## src/rtl/fpu_arb_pkg.sv

```systemverilog
// Shared types and limits for the shared-FPU round-robin arbiter.
package fpu_arb_pkg;

    localparam int unsigned FP_W     = 32;
    localparam int unsigned NREQ_MAX = 8;
    localparam int unsigned LAT_MAX  = 16;

    typedef logic [FP_W-1:0] fp32_t;

    typedef struct packed {
        logic       valid;
        logic [2:0] idx;
    } tag_t;

    typedef enum logic [0:0] {
        StIdle,
        StLocked
    } lock_st_e;

endpackage

```

## src/rtl/fpu_arbiter_if.sv

```systemverilog
// Requester and shared-FPU signal bundle for fpu_arbiter.
// The lock vector exists only when FPU_ARB_LOCK_EN is defined.
interface fpu_arbiter_if #(
    parameter int unsigned NREQ = 4
);
    import fpu_arb_pkg::*;

    logic [NREQ-1:0] req;
    fp32_t           op_a [NREQ];
    fp32_t           op_b [NREQ];
    logic [NREQ-1:0] gnt;
    fp32_t           fpu_a;
    fp32_t           fpu_b;
    fp32_t           fpu_q;
    logic [NREQ-1:0] rsp_valid;
    fp32_t           rsp_data;
`ifdef FPU_ARB_LOCK_EN
    logic [NREQ-1:0] lock;

    modport master (
        output req, op_a, op_b, lock, fpu_q,
        input  gnt, fpu_a, fpu_b, rsp_valid, rsp_data
    );
    modport slave (
        input  req, op_a, op_b, lock, fpu_q,
        output gnt, fpu_a, fpu_b, rsp_valid, rsp_data
    );
`else
    modport master (
        output req, op_a, op_b, fpu_q,
        input  gnt, fpu_a, fpu_b, rsp_valid, rsp_data
    );
    modport slave (
        input  req, op_a, op_b, fpu_q,
        output gnt, fpu_a, fpu_b, rsp_valid, rsp_data
    );
`endif

endinterface

```

## src/rtl/fpu_tag_pipe.sv

```systemverilog
// LAT-deep {valid, idx} shift register tracking operations inside the shared FPU.
// Flush clears every valid bit at the next edge; reset clears asynchronously.
module fpu_tag_pipe
    import fpu_arb_pkg::*;
#(
    parameter int unsigned LAT = 5
) (
    input  logic clk,
    input  logic areset_n,
    input  logic flush,
    input  tag_t tag_in,
    output tag_t tag_out,
    output logic busy
);

    tag_t stage_q [LAT];

    always_ff @(posedge clk or negedge areset_n) begin
        if (!areset_n) begin
            for (int i = 0; i < LAT; i++) begin
                stage_q[i] <= '0;
            end
        end else if (flush) begin
            for (int i = 0; i < LAT; i++) begin
                stage_q[i].valid <= 1'b0;
            end
        end else begin
            stage_q[0] <= tag_in;
            for (int i = 1; i < LAT; i++) begin
                stage_q[i] <= stage_q[i-1];
            end
        end
    end

    always_comb begin
        busy = 1'b0;
        for (int i = 0; i < LAT; i++) begin
            busy = busy | stage_q[i].valid;
        end
    end

    assign tag_out = stage_q[LAT-1];

endmodule

```

## src/rtl/fpu_arbiter.sv

```systemverilog
// Round-robin arbiter sharing one fixed-latency FP unit among NREQ requesters.
// Define FPU_ARB_LOCK_EN to add the per-requester lock input and IDLE/LOCKED FSM.
module fpu_arbiter
    import fpu_arb_pkg::*;
#(
    parameter int unsigned NREQ = 4,
    parameter int unsigned LAT  = 5
) (
    input  logic                clk,
    input  logic                areset_n,
    input  logic                flush,
    fpu_arbiter_if.slave        bus,
    output logic                busy
);

    logic [2:0]      rr_ptr_q, rr_ptr_d;
    logic [NREQ-1:0] eligible;
    logic [NREQ-1:0] gnt;
    logic [2:0]      gnt_idx;
    logic            grant_any;
    logic            hold_lock;
    tag_t            issue_tag;
    tag_t            ret_tag;
    logic [NREQ-1:0] rsp_valid;

`ifdef FPU_ARB_LOCK_EN
    lock_st_e   st_q, st_d;
    logic [2:0] lock_idx_q, lock_idx_d;
    logic       lock_cur;
    logic       lock_hit;

    // While the owner keeps lock high, everyone else is masked out.
    always_comb begin
        lock_cur = 1'b0;
        for (int i = 0; i < NREQ; i++) begin
            if (3'(i) == lock_idx_q) lock_cur = bus.lock[i];
        end
        hold_lock = (st_q == StLocked) && lock_cur && !flush;
        eligible  = bus.req;
        if (hold_lock) begin
            for (int i = 0; i < NREQ; i++) begin
                if (3'(i) != lock_idx_q) eligible[i] = 1'b0;
            end
        end
    end

    assign lock_hit = |(gnt & bus.lock);

    always_comb begin
        st_d       = st_q;
        lock_idx_d = lock_idx_q;
        unique case (st_q)
            StIdle: begin
                if (lock_hit) begin
                    st_d       = StLocked;
                    lock_idx_d = gnt_idx;
                end
            end
            StLocked: begin
                if (!hold_lock) begin
                    st_d = lock_hit ? StLocked : StIdle;
                    if (lock_hit) lock_idx_d = gnt_idx;
                end
            end
            default: st_d = StIdle;
        endcase
    end

    always_ff @(posedge clk or negedge areset_n) begin
        if (!areset_n) begin
            st_q       <= StIdle;
            lock_idx_q <= '0;
        end else begin
            st_q       <= st_d;
            lock_idx_q <= lock_idx_d;
        end
    end
`else
    assign hold_lock = 1'b0;
    assign eligible  = bus.req;
`endif

    // Two passes: indices at/after the pointer first, then the wrapped-around ones.
    always_comb begin
        gnt       = '0;
        gnt_idx   = '0;
        grant_any = 1'b0;
        if (areset_n && !flush) begin
            for (int i = 0; i < NREQ; i++) begin
                if (!grant_any && eligible[i] && (3'(i) >= rr_ptr_q)) begin
                    gnt[i]    = 1'b1;
                    gnt_idx   = 3'(i);
                    grant_any = 1'b1;
                end
            end
            for (int i = 0; i < NREQ; i++) begin
                if (!grant_any && eligible[i] && (3'(i) < rr_ptr_q)) begin
                    gnt[i]    = 1'b1;
                    gnt_idx   = 3'(i);
                    grant_any = 1'b1;
                end
            end
        end
    end

    always_comb begin
        rr_ptr_d = rr_ptr_q;
        if (grant_any && !hold_lock) begin
            rr_ptr_d = (gnt_idx == 3'(NREQ - 1)) ? 3'd0 : gnt_idx + 3'd1;
        end
    end

    always_ff @(posedge clk or negedge areset_n) begin
        if (!areset_n) begin
            rr_ptr_q <= '0;
        end else begin
            rr_ptr_q <= rr_ptr_d;
        end
    end

    assign issue_tag = '{valid: grant_any, idx: gnt_idx};

    fpu_tag_pipe #(
        .LAT (LAT)
    ) u_tag_pipe (
        .clk      (clk),
        .areset_n (areset_n),
        .flush    (flush),
        .tag_in   (issue_tag),
        .tag_out  (ret_tag),
        .busy     (busy)
    );

    // A result landing in a flush cycle belongs to a discarded operation.
    always_comb begin
        rsp_valid = '0;
        for (int i = 0; i < NREQ; i++) begin
            if (ret_tag.valid && !flush && (ret_tag.idx == 3'(i))) rsp_valid[i] = 1'b1;
        end
    end

    always_comb begin
        bus.fpu_a = '0;
        bus.fpu_b = '0;
        for (int i = 0; i < NREQ; i++) begin
            if (gnt[i]) begin
                bus.fpu_a = bus.op_a[i];
                bus.fpu_b = bus.op_b[i];
            end
        end
    end

    assign bus.gnt       = gnt;
    assign bus.rsp_valid = rsp_valid;
    assign bus.rsp_data  = (|rsp_valid) ? bus.fpu_q : '0;

endmodule

```

## src/flat_wrapper.sv

```systemverilog
// flat-port wrapper written by rule: the top's interface ports become plain ports
module fpu_arbiter_flat import fpu_arb_pkg::*;
#(
    parameter int unsigned NREQ = 4,
    parameter int unsigned LAT  = 5
)
  (clk, areset_n, flush, busy, bus_req, bus_op_a, bus_op_b, bus_fpu_q, bus_gnt, bus_fpu_a, bus_fpu_b, bus_rsp_valid, bus_rsp_data);
  fpu_arbiter_if #(.NREQ(NREQ)) bus_i ();
  input  logic clk;
  input  logic areset_n;
  input  logic flush;
  output logic busy;
  input wire logic [$bits(bus_i.req)-1:0] bus_req;
  input wire logic [$bits(bus_i.op_a)-1:0] bus_op_a;
  input wire logic [$bits(bus_i.op_b)-1:0] bus_op_b;
  input wire logic [$bits(bus_i.fpu_q)-1:0] bus_fpu_q;
  output wire logic [$bits(bus_i.gnt)-1:0] bus_gnt;
  output wire logic [$bits(bus_i.fpu_a)-1:0] bus_fpu_a;
  output wire logic [$bits(bus_i.fpu_b)-1:0] bus_fpu_b;
  output wire logic [$bits(bus_i.rsp_valid)-1:0] bus_rsp_valid;
  output wire logic [$bits(bus_i.rsp_data)-1:0] bus_rsp_data;
  assign bus_i.req = bus_req;
  assign bus_i.op_a = {>>{bus_op_a}};
  assign bus_i.op_b = {>>{bus_op_b}};
  assign bus_i.fpu_q = bus_fpu_q;
  assign bus_gnt = bus_i.gnt;
  assign bus_fpu_a = bus_i.fpu_a;
  assign bus_fpu_b = bus_i.fpu_b;
  assign bus_rsp_valid = bus_i.rsp_valid;
  assign bus_rsp_data = bus_i.rsp_data;
  fpu_arbiter #(.NREQ(NREQ), .LAT(LAT)) u_core (.clk(clk), .areset_n(areset_n), .flush(flush), .bus(bus_i), .busy(busy));
endmodule
```

## config.mk

```make
export PLATFORM = sky130hd
export DESIGN_NAME = fpu_arbiter_flat
export DESIGN_NICKNAME = d
export VERILOG_FILES = /design/src/rtl/fpu_arb_pkg.sv /design/src/rtl/fpu_arbiter_if.sv /design/src/rtl/fpu_tag_pipe.sv /design/src/rtl/fpu_arbiter.sv /design/src/flat_wrapper.sv
export SDC_FILE = /design/constraint.sdc
export NUM_CORES = 1
export LEC_CHECK = 0
export CORE_AREA = 2 2 154 156
export DETAILED_ROUTE_END_ITERATION = 16
export DIE_AREA = 0 0 156 158
export GPL_ROUTABILITY_DRIVEN = 0
export PLACE_DENSITY = 0.55
export RECOVER_POWER = 25
export SLEW_MARGIN = 10
export SYNTH_ARGS = -nofsm -noshare
export SYNTH_HDL_FRONTEND = slang
export SYNTH_HIERARCHICAL = 1
export SYNTH_SLANG_ARGS = --single-unit
```

## constraint.sdc

```tcl
create_clock -name clk -period 3.91 [get_ports clk]
set_input_delay 0.9775 -clock clk [delete_from_list [all_inputs] [get_ports clk]]
set_output_delay 0.9775 -clock clk [all_outputs]
set_load 0.03 [all_outputs]
```

* Word-level counts from Yosys, hierarchy flattened *
Index checks and enable logic that the tools add are counted.

word-level totals
  register bits after elaboration = 23
  output and inout port bits = 105
  input bits = 295
  word-level logic and storage cells = 110

cells by class
  magnitude comparators = 8
  add/sub/neg operators = 1
  equal/unequal tests = 4
  mux-type cells = 51
  bitwise logic cells = 4
  reductions and logical operators = 31

operators by type and width
  kind                   count
  $mux W32               9
  $mux W1                33
  $logic_and A1 B1 Y1    21
  $mux W2                7
  $eq A3 B2 Y1 const B   3
  $logic_not A1 Y1       8
  $ge A1 B3 Y1 const A   2
  $ge A2 B3 Y1 const A   2
  $lt A1 B3 Y1 const A   2
  $lt A2 B3 Y1 const A   2
  $mux W4                1
  $or A1 B1 Y1           4
  $reduce_or A4 Y1       1
  $add A3 B1 Y3 const B  1
  $eq A3 B1 Y1 const B   1
  $logic_not A3 Y1       1
  $mux W3                1

* Logic depth before layout (Yosys ltp) *
  word-level depth = 43
  mapped depth = 10
  gate-level depth less buffers = 7

* Modules after synthesis *
Netlist, hierarchy kept.

modules (own cells, without submodules)
  module        seq. area each (um^2)  area each (um^2)  cells each  times used
  fpu_arbiter   50.0                   2527.4            384         1
  fpu_tag_pipe  500.5                  822.0             49          1

* Least setup slack after synthesis *
Ideal clock, no wire load.

  path kind = input port to output port
  start point = input port bus_req[0]
  end point = output port bus_fpu_b[21]
  data required time = 2.933 ns
  path buffers = 2
  stages on the path = 6
  slack = 0.424 ns
  arrival time = 2.509 ns
  cell sequence = nor2_1 o311a_1 buf_6 buf_4 a221oi_2 o31ai_1

between the ends
  longest elaborated chain between the ends = 39
  elaborated cells between the ends (all ways) = 48
  those cells by class = mux: 26; reduce/logical: 22

RTL lines
  element                           RTL line            source
  start, declared                   flat_wrapper.sv:13  input wire logic [$bits(bus_i.req)-1:0] bus_req;
  $logic_and A1 B1 Y1               fpu_arbiter.sv:90   if (!grant_any && eligible[i] && (3'(i) >= rr_ptr_q)) begin
  $mux W1                           fpu_arbiter.sv:90
  $mux W1                           fpu_arbiter.sv:88   if (areset_n && !flush) begin
  $logic_not A1 Y1                  fpu_arbiter.sv:90
  $logic_and A1 B1 Y1 (2 in a row)  fpu_arbiter.sv:90
  $mux W1                           fpu_arbiter.sv:90
  $mux W1                           fpu_arbiter.sv:88
  $logic_not A1 Y1                  fpu_arbiter.sv:90
  (+20 left out)                    -
  $logic_and A1 B1 Y1 (2 in a row)  fpu_arbiter.sv:97   if (!grant_any && eligible[i] && (3'(i) < rr_ptr_q)) begin
  $mux W1                           fpu_arbiter.sv:97
  $mux W1                           fpu_arbiter.sv:88
  $logic_not A1 Y1                  fpu_arbiter.sv:97
  $logic_and A1 B1 Y1 (2 in a row)  fpu_arbiter.sv:97
  $mux W1                           fpu_arbiter.sv:97
  $mux W4 (*)                       fpu_arbiter.sv:88
  $mux W32 (*)                      fpu_arbiter.sv:146  if (gnt[i]) begin
  end, declared                     flat_wrapper.sv:19  output wire logic [$bits(bus_i.fpu_b)-1:0] bus_fpu_b;

Mark *: on every way between the ends. The rest lies on a longest branch, timed or not. The select of a mux whose other input is x is not followed.

* Final worst setup path *
  start point = input port flush
  end point = output port bus_gnt[0]

between the ends
  longest elaborated chain between the ends = 3

RTL lines
  element              RTL line            source
  start, declared      flat_wrapper.sv:11  input logic flush;
  $logic_not A1 Y1     fpu_arbiter.sv:88
  $logic_and A1 B1 Y1  fpu_arbiter.sv:88
  $mux W4              fpu_arbiter.sv:88
  end, declared        flat_wrapper.sv:17  output wire logic [$bits(bus_i.gnt)-1:0] bus_gnt;

No other way between the ends.

==> out/qor.tcl <==
set qor(final.setup_skew_ps) 1.52
set qor(synthDominantAreaCellType) {sky130_fd_sc_hd__dfrtp_1}
set qor(critPathMostFrequentCell) {sky130_fd_sc_hd__buf_4}
set qor(post_layout_nonfiller_instances) 1128
set qor(num-fill-cells) 2442
set qor(die_w_um) 156
set qor(path_class) {in2out}
set qor(crit_arrival_ps) 2850
set qor(final_common_cell) {sky130_fd_sc_hd__clkdlybuf4s50_1}
set qor(regArea_um2) 551
set qor(clkTransAtPathRegs_ps) 50
set qor(fin_crit_ps) 3830
set qor(maxCapViolCount) 0
set qor(yosysSeqAreaShare_pct) 16.4
set qor(hold_viol) 0
set qor(diodes) 0
set qor(routed-via-count) 5315
set qor(drive_above_1_share_pct) 24.1
set qor(grt_pass1_wl_um) 30100
set qor(p_total_mw) 1.66
set qor(synth.top_cell.area_share_pct) 16.4
set qor(insertion_delay_ps) 250
set qor(place_hpwl_um) 16200
set qor(total_leakage_power_nw) 3.22
set qor(cts_tree) {done}
set qor(grt_antenna_before_repair) 0
set qor(place.detailed.instances) 1120
set qor(timing.critical_path.to_type) {primary output}
set qor(power_density_nw_per_um2) 208
set qor(design_area_um2) 7970
set qor(ys_types) 36
set qor(wl_per_cell_um) 19.0
set qor(mostFrequentLayoutCells) {sky130_fd_sc_hd__clkdlybuf4s50_1, sky130_fd_sc_hd__buf_4, sky130_fd_sc_hd__nor2_1, sky130_fd_sc_hd__nand3_1, sky130_fd_sc_hd__o31ai_1}
set qor(initial_standard_cell_utilization_of_the_core_pct) 14.5
set qor(number_of_sinks_driven_by_the_clock_tree) 22
set qor(final-max-slew-violation-count) 0
set qor(syn_avg_cell_area_um2) 7.74
set qor(maximum_number_of_pins_on_one_net_before_global_route_repair) 37
set qor(detail_route.drc_violations) 0
set qor(setup_violations) 0
set qor(detailedRoute.firstIterationViolations) 248
set qor(cp.required_ps) 2930
set qor(placed_area_um2) 7770
set qor(design.die.area_um2) 24600
set qor(cts-buffers-inserted) 3
set qor(crit_buf_inv) 4
set qor(synth_top_flop_cell) {sky130_fd_sc_hd__dfrtp_1}
set qor(holdCritPathClass) {reg2reg}
set qor(cts_max_level) 1
set qor(critical_path.max_stage_delay_ps) 590
set qor(crit_path_top_delay_cell) {sky130_fd_sc_hd__dlygate4sd3_1}
set qor(ys.warnings.count) 6
set qor(synth_enable_flop_cells) 0
set qor(synthTopCellsByArea) {sky130_fd_sc_hd__dfrtp_1, sky130_fd_sc_hd__o31ai_1, sky130_fd_sc_hd__a221oi_1}
set qor(critical_path.cell_chain) {dlygate4sd3_1, buf_4, nand2b_1, nor3_1, buf_4, buf_12}
set qor(track_usage_pct) 15.8
set qor(root_buffer_cell) {sky130_fd_sc_hd__clkbuf_16}
set qor(syn_nets) 729
set qor(async_set_or_reset_flop_fraction_in_the_synthesized_netlist_pct) 100
set qor(flow.area_growth_from_synthesis_pct) 138
set qor(synth_cells) 433
set qor(synth_area_um2) 3350
set qor(setup_repair_after_global_routing_missed_its_margin) {no}
set qor(finalNetCount) 1135
set qor(fmax_mhz) 261
set qor(multi_input_area_um2) 2470
set qor(final.setup.worst_slack_ps) 77.7
set qor(number_of_i_o_port_buffers) 399
set qor(peakVddDrop_mv) 0.149
set qor(boundaryPins) 400
set qor(critPathLaunchType) {input port}
set qor(grt_pass1_vias) 5323
set qor(totalWireLength_um) 21400
set qor(run_status) {finished, final reports clean}
set qor(row_count) 56
set qor(grt-ovfl-total) 0
set qor(cts.hold.buffers_added) 0
set qor(cp_max_fo) 22
set qor(finalCritPeriodShare_pct) 98.0
set qor(worst_path_dominant_cell_family) {buffers and inverters}
set qor(number_of_detailed_routing_iterations_run_before_antenna_repair) 5
set qor(detailedPlace.worstSlack_ps) -297
set qor(cts-root-to-sink-buffers) 2
set qor(core_area_um2) 23100
set qor(postRouteAntennaNets) 0
set qor(fp.dieH_um) 158
set qor(synth_seq_cells) 22
set qor(via_per_inst) 4.71
-- synthesized netlist by cell type (all sizes together), types with 2 or more instances --
| cell | n |
|---|---|
| o31ai | 64 |
| buf | 34 |
| nor2b | 6 |
| o21ai | 4 |
| mux2 | 15 |
| nand2b | 3 |
| nor2 | 72 |
| clkbuf | 23 |
| a221oi | 64 |
| o22ai | 2 |
| nor3b | 2 |
| nor3 | 2 |
| dfrtp | 22 |
| nand3 | 64 |
| nand2 | 5 |
| and2 | 33 |
| inv | 2 |
| a21oi | 6 |
-- flip-flops by register name, summed over array words and instances (netlist names) --
name and flops:
u_core/rr_ptr_q 2, u_core/u_tag_pipe/stage_q 16, u_core/u_tag_pipe/tag_out 4
-- per-stage QoR --
stage          hold WS [ps]  setup TNS [ps]  utilization (%)
2_1_floorplan           465               0                -
3_3_place_gp            474           -1780             33.7
3_5_place_dp            486           -2180             33.7
4_1_cts                 502            -120             34.8
5_1_grt                 515               0             34.6
6_report                489               0             34.6
-- routing by layer --
layer	GRT usage, %	vias to the layer above	share of wire (%)
li1	-	2497	-
met1	18.2	2486	39
met2	29.9	306	50
met3	3.42	26	9.2
met4	3.06	0	1.7
met5	0	-	0
-- cell families (layout without fill, tap and decap cells) --
kind of cell	Yosys count	after routing	share of synthesized area (%)
other	1	1	0.112
multiplexers	15	15	6.72
buffers and inverters	59	464	10.9
flip-flops	22	22	16.4
adder cells (fa/ha/maj)	1	1	0.373
AO/OA/AOI/OAI	146	146	38.0
AND/OR/NAND/NOR	189	189	27.5
-- worst register-to-register path: cells and delay by family, from the launching register on --
kind,cells,cell delay [ps]
AOI/OAI and AO/OA,4,880
adders and majority gates,1,250
and+or+nand+nor,1,50
DFF,1,530
buffers and inverters,2,360
-- path summary, 6_finish.rpt --
check,cells past startpoint,from,slack (ps),end
worst max-delay path,6,flush,80,bus_gnt[0]
worst min-delay path,1,u_core/u_tag_pipe/stage_q[8]$_DFFE_PN0N_,490,u_core/u_tag_pipe/stage_q[8]$_DFFE_PN0N_
worst max register to register,8,u_core/rr_ptr_q[1]$_DFFE_PN0P_,1740,u_core/rr_ptr_q[1]$_DFFE_PN0P_
worst min register to register,1,u_core/u_tag_pipe/stage_q[8]$_DFFE_PN0N_,490,u_core/u_tag_pipe/stage_q[8]$_DFFE_PN0N_
max in group asynchronous,2,areset_n,2490,u_core/u_tag_pipe/tag_out[1]$_DFFE_PN0N_
min in group asynchronous,2,areset_n,1190,u_core/u_tag_pipe/stage_q[15]$_DFF_PN0_
-- power by group --
| group | switching (mW) | internal, mW | total, mW | leakage (nW) |
|---|---|---|---|---|
| combinational | 0.531 | 0.621 | 1.15 | 2.89 |
| clock | 0.0720 | 0.156 | 0.228 | 0.0442 |
| sequential | 0.0224 | 0.254 | 0.276 | 0.289 |
| total | 0.626 | 1.03 | 1.66 | 3.22 |
-- cell type report --
class | instances | share of cell area, %
well taps | 290 | 4.55
clock buffers | 4 | 1.11
flip-flops and latches | 22 | 6.90
multi-input cells | 352 | 31.0
inverters | 2 | 0.0941
repair buffers | 458 | 56.3
-- repair_timing --
| action | CTS | global route |
|---|---|---|
| endpoints found under the setup margin | 41 | 48 |
| cloned | 3 | 0 |
| buffers inserted | 1 | 0 |
| resized for setup | 11 | 1 |
| pin swaps | 3 | 4 |
No activity file was read; power rests on OpenSTA's default activity.
